## config.mk

```make
export PLATFORM = sky130hd
export DESIGN_NAME = noc_credit_link_flat
export DESIGN_NICKNAME = d
export VERILOG_FILES = /design/src/rtl/noc_link_pkg.sv /design/src/rtl/noc_credit_link_if.sv /design/src/rtl/noc_link_pipe.sv /design/src/rtl/noc_credit_link.sv /design/src/flat_wrapper.sv
export SDC_FILE = /design/constraint.sdc
export NUM_CORES = 1
export LEC_CHECK = 0
export BUFFER_PORTS_ARGS = -buffer_cell sky130_fd_sc_hd__buf_2
export CAP_MARGIN = 5
export CORE_AREA = 8 8 130 132
export CTS_BUF_LIST = sky130_fd_sc_hd__clkbuf_4 sky130_fd_sc_hd__clkbuf_8 sky130_fd_sc_hd__clkbuf_16
export DETAILED_ROUTE_END_ITERATION = 10
export DIE_AREA = 0 0 138 140
export GPL_ROUTABILITY_DRIVEN = 1
export GPL_TIMING_DRIVEN = 0
export PLACE_DENSITY = 0.55
export SLEW_MARGIN = 40
export SYNTH_ARGS = -nofsm -noshare
export SYNTH_HDL_FRONTEND = slang
export SYNTH_SLANG_ARGS = --single-unit
```

## constraint.sdc

```tcl
create_clock -name clk_noc -period 4.8 [get_ports clk_noc]
set_input_delay 0.72 -clock clk_noc [delete_from_list [all_inputs] [get_ports clk_noc]]
set_output_delay 0.72 -clock clk_noc [all_outputs]
set_load 0.01 [all_outputs]
```

## src/rtl/noc_link_pkg.sv

```systemverilog
// Shared types and helpers for the NoC credit link stage.
// The flit field struct depends on module parameters, so it is declared
// inside noc_credit_link rather than here.
package noc_link_pkg;

  // Wormhole framing state seen on the upstream side of the link
  typedef enum logic {
    LINK_IDLE = 1'b0,
    LINK_BODY = 1'b1
  } link_state_e;

  localparam int STATS_WIDTH = 32;

  // Increment that sticks at all-ones instead of wrapping
  function automatic logic [STATS_WIDTH-1:0] sat_inc(input logic [STATS_WIDTH-1:0] value);
    return (&value) ? value : value + STATS_WIDTH'(1);
  endfunction

endpackage

```

## src/rtl/noc_credit_link_if.sv

```systemverilog
// Router port bundle: one flit per cycle forward, one credit pulse backward.
//
// Handshake: send qualifies data/dest/is_tail for exactly one cycle and there
// is no ready signal. Flow control is credit based: the sender may only assert
// send while it holds a credit, and the receiver pulses credit for one cycle
// each time it frees one input buffer slot.
interface noc_credit_link_if #(
  parameter int FLIT_WIDTH = 128,
  parameter int DEST_WIDTH = 6
);
  logic [FLIT_WIDTH-1:0] data;
  logic [DEST_WIDTH-1:0] dest;
  logic                  is_tail;
  logic                  send;
  logic                  credit;

  // Router output port side: drives flits, receives credits
  modport master (
    output data, dest, is_tail, send,
    input  credit
  );

  // Router input port side: receives flits, returns credits
  modport slave (
    input  data, dest, is_tail, send,
    output credit
  );
endinterface

```

## src/rtl/noc_link_pipe.sv

```systemverilog
// Generic N-stage delay line with a resettable valid bit and a non-reset
// payload. N=0 is a combinational pass-through. W=0 carries valid only;
// the payload port then stays one bit wide and drives zero.
module noc_link_pipe #(
  parameter int N = 0,
  parameter int W = 1,
  localparam int PW = (W > 0) ? W : 1
) (
  input  logic          clk,
  input  logic          rst_n,
  input  logic          valid_in,
  input  logic [PW-1:0] payload_in,
  output logic          valid_out,
  output logic [PW-1:0] payload_out
);

  if (N == 0) begin : g_bypass
    assign valid_out = valid_in;
    if (W > 0) begin : g_pay
      assign payload_out = payload_in;
    end else begin : g_nopay
      logic unused_payload;
      assign unused_payload = ^payload_in;
      assign payload_out    = '0;
    end
  end else begin : g_stages
    logic [N-1:0] valid_q;

    // Valid bits shift one stage per cycle and clear on reset
    always_ff @(posedge clk) begin
      if (!rst_n) begin
        valid_q <= '0;
      end else begin
        valid_q[0] <= valid_in;
        for (int i = 1; i < N; i++) begin
          valid_q[i] <= valid_q[i-1];
        end
      end
    end

    assign valid_out = valid_q[N-1];

    if (W > 0) begin : g_pay
      logic [PW-1:0] payload_q [N];

      // Payload follows valid but is never reset; valid alone qualifies it
      always_ff @(posedge clk) begin
        payload_q[0] <= payload_in;
        for (int i = 1; i < N; i++) begin
          payload_q[i] <= payload_q[i-1];
        end
      end

      assign payload_out = payload_q[N-1];
    end else begin : g_nopay
      logic unused_payload;
      assign unused_payload = ^payload_in;
      assign payload_out    = '0;
    end
  end

endmodule

```

## src/rtl/noc_credit_link.sv

```systemverilog
// Router-to-router link stage. Delays flits downstream and credits upstream
// by NUM_PIPELINE cycles each, and watches the upstream side for credit
// accounting and wormhole framing violations (sticky error flags).
// Optional statistics counters are built when NOC_LINK_STATS_EN is defined;
// otherwise flit_count and pkt_count read zero.
// link_state and credit_cnt expose the monitor state for debug.
module noc_credit_link
  import noc_link_pkg::*;
#(
  parameter int NUM_PIPELINE      = 0,
  parameter int FLIT_WIDTH        = 128,
  parameter int DEST_WIDTH        = 6,
  parameter int FLIT_BUFFER_DEPTH = 4,
  localparam int CNT_WIDTH        = $clog2(FLIT_BUFFER_DEPTH + 1)
) (
  input  logic                   clk_noc,
  input  logic                   rst_n,
  noc_credit_link_if.slave       up,
  noc_credit_link_if.master      down,
  output logic                   err_credit,
  output logic                   err_framing,
  output logic [STATS_WIDTH-1:0] flit_count,
  output logic [STATS_WIDTH-1:0] pkt_count,
  output link_state_e            link_state,
  output logic [CNT_WIDTH-1:0]   credit_cnt
);

  typedef struct packed {
    logic                  is_tail;
    logic [DEST_WIDTH-1:0] dest;
    logic [FLIT_WIDTH-1:0] data;
  } flit_fields_t;

  localparam logic [CNT_WIDTH-1:0] CNT_MAX = CNT_WIDTH'(FLIT_BUFFER_DEPTH);

  flit_fields_t fwd_in;
  flit_fields_t fwd_out;
  logic         credit_ret;
  logic         unused_credit_payload;

  assign fwd_in = '{is_tail: up.is_tail, dest: up.dest, data: up.data};

  noc_link_pipe #(
    .N (NUM_PIPELINE),
    .W ($bits(flit_fields_t))
  ) u_fwd_pipe (
    .clk         (clk_noc),
    .rst_n       (rst_n),
    .valid_in    (up.send),
    .payload_in  (fwd_in),
    .valid_out   (down.send),
    .payload_out (fwd_out)
  );

  assign down.data    = fwd_out.data;
  assign down.dest    = fwd_out.dest;
  assign down.is_tail = fwd_out.is_tail;

  noc_link_pipe #(
    .N (NUM_PIPELINE),
    .W (0)
  ) u_credit_pipe (
    .clk         (clk_noc),
    .rst_n       (rst_n),
    .valid_in    (down.credit),
    .payload_in  (1'b0),
    .valid_out   (credit_ret),
    .payload_out (unused_credit_payload)
  );

  assign up.credit = credit_ret;

  // ---------------------------------------------------------------------------
  // Credit monitor: models the upstream router's credit pool as it sees it,
  // i.e. sends leave here and credits arrive after the return pipeline.
  // ---------------------------------------------------------------------------
  logic [CNT_WIDTH-1:0] cnt_q;
  logic                 credit_fault;

  assign credit_fault = (up.send && (cnt_q == '0)) ||
                        (credit_ret && !up.send && (cnt_q == CNT_MAX));

  // Track available credits, clamped at empty and full
  always_ff @(posedge clk_noc) begin
    if (!rst_n) begin
      cnt_q <= CNT_MAX;
    end else if (up.send && !credit_ret && (cnt_q != '0)) begin
      cnt_q <= cnt_q - 1'b1;
    end else if (credit_ret && !up.send && (cnt_q != CNT_MAX)) begin
      cnt_q <= cnt_q + 1'b1;
    end
  end

  // Latch any credit violation until reset
  always_ff @(posedge clk_noc) begin
    if (!rst_n) begin
      err_credit <= 1'b0;
    end else if (credit_fault) begin
      err_credit <= 1'b1;
    end
  end

  assign credit_cnt = cnt_q;

  // ---------------------------------------------------------------------------
  // Framing monitor: every flit of a multi-flit packet must carry the head's
  // destination.
  // ---------------------------------------------------------------------------
  link_state_e           state_q;
  link_state_e           state_d;
  logic                  framing_fault;
  logic [DEST_WIDTH-1:0] head_dest_q;

  // Framing state register
  always_ff @(posedge clk_noc) begin
    if (!rst_n) begin
      state_q <= LINK_IDLE;
    end else begin
      state_q <= state_d;
    end
  end

  // Next state and dest-consistency check
  always_comb begin
    state_d       = state_q;
    framing_fault = 1'b0;
    case (state_q)
      LINK_IDLE: begin
        if (up.send && !up.is_tail) begin
          state_d = LINK_BODY;
        end
      end
      LINK_BODY: begin
        if (up.send) begin
          if (up.dest != head_dest_q) begin
            framing_fault = 1'b1;
          end
          if (up.is_tail) begin
            state_d = LINK_IDLE;
          end
        end
      end
    endcase
  end

  // Capture the head flit's destination when a multi-flit packet opens
  always_ff @(posedge clk_noc) begin
    if (!rst_n) begin
      head_dest_q <= '0;
    end else if ((state_q == LINK_IDLE) && up.send && !up.is_tail) begin
      head_dest_q <= up.dest;
    end
  end

  // Latch any framing violation until reset
  always_ff @(posedge clk_noc) begin
    if (!rst_n) begin
      err_framing <= 1'b0;
    end else if (framing_fault) begin
      err_framing <= 1'b1;
    end
  end

  assign link_state = state_q;

  // ---------------------------------------------------------------------------
  // Optional statistics
  // ---------------------------------------------------------------------------
`ifdef NOC_LINK_STATS_EN
  logic [STATS_WIDTH-1:0] flit_q;
  logic [STATS_WIDTH-1:0] pkt_q;

  // Count accepted flits and tail flits, saturating at all-ones
  always_ff @(posedge clk_noc) begin
    if (!rst_n) begin
      flit_q <= '0;
      pkt_q  <= '0;
    end else if (up.send) begin
      flit_q <= sat_inc(flit_q);
      if (up.is_tail) begin
        pkt_q <= sat_inc(pkt_q);
      end
    end
  end

  assign flit_count = flit_q;
  assign pkt_count  = pkt_q;
`else
  assign flit_count = '0;
  assign pkt_count  = '0;
`endif

endmodule

```

## src/flat_wrapper.sv

```systemverilog
// flat-port wrapper written by rule: the top's interface ports become plain ports
module noc_credit_link_flat import noc_link_pkg::*;
#(
  parameter int NUM_PIPELINE      = 0,
  parameter int FLIT_WIDTH        = 128,
  parameter int DEST_WIDTH        = 6,
  parameter int FLIT_BUFFER_DEPTH = 4,
  localparam int CNT_WIDTH        = $clog2(FLIT_BUFFER_DEPTH + 1)
)
  (clk_noc, rst_n, err_credit, err_framing, flit_count, pkt_count, link_state, credit_cnt, up_data, up_dest, up_is_tail, up_send, up_credit, down_data, down_dest, down_is_tail, down_send, down_credit);
  noc_credit_link_if #(.FLIT_WIDTH(FLIT_WIDTH), .DEST_WIDTH(DEST_WIDTH)) up_i ();
  noc_credit_link_if #(.FLIT_WIDTH(FLIT_WIDTH), .DEST_WIDTH(DEST_WIDTH)) down_i ();
  input  logic clk_noc;
  input  logic rst_n;
  output logic err_credit;
  output logic err_framing;
  output logic [STATS_WIDTH-1:0] flit_count;
  output logic [STATS_WIDTH-1:0] pkt_count;
  output link_state_e link_state;
  output logic [CNT_WIDTH-1:0] credit_cnt;
  input wire logic [$bits(up_i.data)-1:0] up_data;
  input wire logic [$bits(up_i.dest)-1:0] up_dest;
  input wire logic [$bits(up_i.is_tail)-1:0] up_is_tail;
  input wire logic [$bits(up_i.send)-1:0] up_send;
  output wire logic [$bits(up_i.credit)-1:0] up_credit;
  output wire logic [$bits(down_i.data)-1:0] down_data;
  output wire logic [$bits(down_i.dest)-1:0] down_dest;
  output wire logic [$bits(down_i.is_tail)-1:0] down_is_tail;
  output wire logic [$bits(down_i.send)-1:0] down_send;
  input wire logic [$bits(down_i.credit)-1:0] down_credit;
  assign up_i.data = up_data;
  assign up_i.dest = up_dest;
  assign up_i.is_tail = up_is_tail;
  assign up_i.send = up_send;
  assign up_credit = up_i.credit;
  assign down_data = down_i.data;
  assign down_dest = down_i.dest;
  assign down_is_tail = down_i.is_tail;
  assign down_send = down_i.send;
  assign down_i.credit = down_credit;
  noc_credit_link #(.NUM_PIPELINE(NUM_PIPELINE), .FLIT_WIDTH(FLIT_WIDTH), .DEST_WIDTH(DEST_WIDTH), .FLIT_BUFFER_DEPTH(FLIT_BUFFER_DEPTH)) u_core (.clk_noc(clk_noc), .rst_n(rst_n), .up(up_i), .down(down_i), .err_credit(err_credit), .err_framing(err_framing), .flit_count(flit_count), .pkt_count(pkt_count), .link_state(link_state), .credit_cnt(credit_cnt));
endmodule
```

==> results.json <==
{
  "outcome": "complete, no violations",
  "cts_setup_buffers": 0,
  "final_net_count": 628,
  "ir_drop_uv": 79.4,
  "h-tree-depth": 1,
  "slowest_delay_ns": 0.43,
  "cts_tree": "yes",
  "cp.arrival_ns": 2.17,
  "die_area_sq_mm": 0.0193,
  "wl_per_cell_um": 12.4,
  "syn-cell-area_sq_mm": 0.00213,
  "fillers": 1639,
  "crit_family": "compound AO/OA/AOI/OAI gates",
  "maxCapViolCount": 0,
  "synthMostInstantiatedCell": "buf_4",
  "grt_first_pass_wirelength_um": 12000,
  "r2r_start": "u_core.credit_cnt[2]$_SDFFE_PN1P_",
  "rrSetupSlack_ns": 3.11,
  "drt_pass1_iterations": 4,
  "clock_latency_ns": 0.24,
  "rsz0062_at_grt": "false",
  "vias": 1983,
  "syn_avg_cell_area_sq_um": 7.98,
  "fp.dieW_um": 138,
  "ys_ff_latch": 12,
  "start_util": 0.143,
  "ys_top_cells_by_area": "buf_4 (71%), dfxtp_1 (11%), xor2_1 (2.9%)",
  "end_kind": "register",
  "async_flop_share": 0,
  "rows": 45,
  "gr-total-overflow": 0,
  "antenna_found_initial": 0,
  "finalHoldViolations": 0,
  "hpwl_um": 7980,
  "drcViolationCount": 0,
  "cp_common_cell": "buf_2",
  "slew_viol_final": 0,
  "drive_above_1_share": 0.739,
  "ys_top_cells_by_count": "buf_4 (201), dfxtp_1 (12), nor2_1 (8), xor2_1 (7), mux2i_1 (6)",
  "viasPerCell": 2.94,
  "cts.repair.resized": 0,
  "cts_buffers": 3,
  "finClkSkew_ns": 0.00120,
  "drt_first_iter_violations": 20,
  "synth_edf_count": 0,
  "cts.clk_slew.worst_paths_ns": 0.05,
  "yosys_warnings": 0,
  "worstPathRequired_ns": 4.92,
  "antenna_left": 0,
  "setup_tns_ns": 0,
  "place.gp.congestion": 0.706,
  "grt_start_max_net_pins": 11,
  "critPathKind": "primary input to register",
  "p_total_uw": 582,
  "worst_r2r_endpoint": "u_core.credit_cnt[2]$_SDFFE_PN1P_",
  "setup_ws_ns": 2.75,
  "rr_worst_depth": 5,
  "max_slew.worst_pin.slew_ns": 0.512,
  "cp_slowest_cell": "fa_1",
  "fmax_mhz": 488,
  "areaGrowthSynthToFinish_pct": 62.2,
  "critPathBufInv": 2,
  "dpl_worst_slack_ns": 2.47,
  "p_leak_nw": 2.11,
  "hp-start": "u_core.err_credit$_SDFFE_PN0P_",
  "crit_path_max_fanout": 10,
  "yosys.area.top_type": "buf_4",
  "netlist.area_leader.share": 0.708,
  "holdPathStages": 2,
  "holdPathEnd": "u_core.err_credit$_SDFFE_PN0P_",
  "cts_hold_buf": 0,
  "clockBufferDepth": 2,
  "grt_pass1_vias": 2111,
  "clock-sinks": 12,
  "synthCells": 267,
  "worstSetupStartpointType": "primary input",
  "finalCritPeriodShare": 0.427,
  "die_h_um": 140,
  "core_area_sq_mm": 0.0149,
  "synth_ff_type": "dfxtp_1",
  "grt.total_usage": 0.0777,
  "port_buffers": 153,
  "cts-root-buf": "clkbuf_16",
  "setup_viol": 0,
  "yosysUniqueCellTypes": 28,
  "fin_crit_ns": 2.05,
  "synth-seq-area-share": 0.113,
  "hold_class": "register to register",
  "pin_count": 346,
  "crit_chain": "buf_2 > buf_2 > o311ai_1 > fa_1 > nand2b_1 > o41ai_1 > o21ai_1",
  "max_slew_margin": 0.659,
  "wirelength_um": 8380,
  "cellPowerDensity_mw_per_mm2": 168,
  "diodes": 0
}
[state kept, by name, summed over array words and instances (netlist names), named ones only]
register            flops
u_core.credit_cnt       3
u_core.err_framing      1
u_core.err_credit       1
u_core.head_dest_q      6
[area by class of cell]
| cell class | count | area [sq um] | area share |
|---|---|---|---|
| Timing Repair Buffer | 153 | 766 | 0.221 |
| Clock buffer | 4 | 88.8 | 0.0257 |
| Sequential cell | 12 | 240 | 0.0695 |
| Buffer | 203 | 1520 | 0.439 |
| Inverter | 5 | 18.8 | 0.00543 |
| Tap cell | 188 | 235 | 0.0680 |
| Multi-Input combinational cell | 110 | 591 | 0.171 |
[layout by cell type, fill, tap and decap left out, types with 3 or more instances in the layout]
master / count
o21ai_1: 3
buf_4: 201
dfxtp_1: 12
buf_2: 154
a21oi_1: 3
clkbuf_16: 3
nor2_1: 8
mux2i_1: 6
xor2_1: 7
inv_1: 5
a211oi_1: 3
conb_1: 64
[logic make-up (layout without fill, tap and decap cells)]
group | after synthesis | count (layout) | synth area share
AND/OR/NAND/NOR | 17 | 17 | 0.0487
AO/OA/AOI/OAI | 14 | 14 | 0.0452
flip-flops | 12 | 12 | 0.113
buffers and inverters | 208 | 365 | 0.721
other | 1 | 64 | 0.00176
adder cells (fa/ha/maj) | 1 | 1 | 0.00940
multiplexers | 6 | 6 | 0.0282
XOR/XNOR | 8 | 8 | 0.0329
[power breakdown]
group / switching [mW] / internal (mW) / total [mW] / leakage [nW]
combinational: 0.129 / 0.165 / 0.294 / 1.97
clock: 0.0454 / 0.126 / 0.171 / 0.0442
sequential: 0.00859 / 0.108 / 0.116 / 0.0985
total: 0.183 / 0.399 / 0.582 / 2.11
[worst reg2reg max path, cell delays in order, from the launching register on]
cell      delay [ns]
dfxtp_1         0.49
o311ai_1        0.14
fa_1            0.43
nand2b_1        0.16
o41ai_1         0.27
o21ai_1         0.09
[worst max path at each step]
stage	slack [ns]	to	depth (start not counted)	start
CTS	2.73	u_core.credit_cnt[2]$_SDFFE_PN1P_	7	up_send
global route	2.60	u_core.credit_cnt[2]$_SDFFE_PN1P_	7	up_send
detailed placement	2.47	u_core.credit_cnt[2]$_SDFFE_PN1P_	7	up_send
global placement	2.47	u_core.credit_cnt[2]$_SDFFE_PN1P_	7	up_send
floorplan	2.80	u_core.credit_cnt[2]$_SDFFE_PN1P_	6	up_send
finish	2.75	u_core.credit_cnt[2]$_SDFFE_PN1P_	7	up_send
[stage by stage]
step,std cells,hold WS (ns),instance area (sq um),utilization
global placement,671,0.437,3370,0.227
detailed placement,671,0.440,3370,0.227
CTS,675,0.446,3460,0.233
finish,675,0.441,3460,0.233
global route,675,0.473,3460,0.233
floorplan,330,0.470,2370,-
[routing by layer]
metal / vias to the layer above / part of all wire / global-route usage
met5: - / 0 / 0
met4: 0 / 0.0062 / 0.0189
met3: 2 / 0.13 / 0.0480
met2: 187 / 0.52 / 0.143
met1: 785 / 0.34 / 0.0707
li1: 1009 / - / -
(Power assumes the default switching activity.)
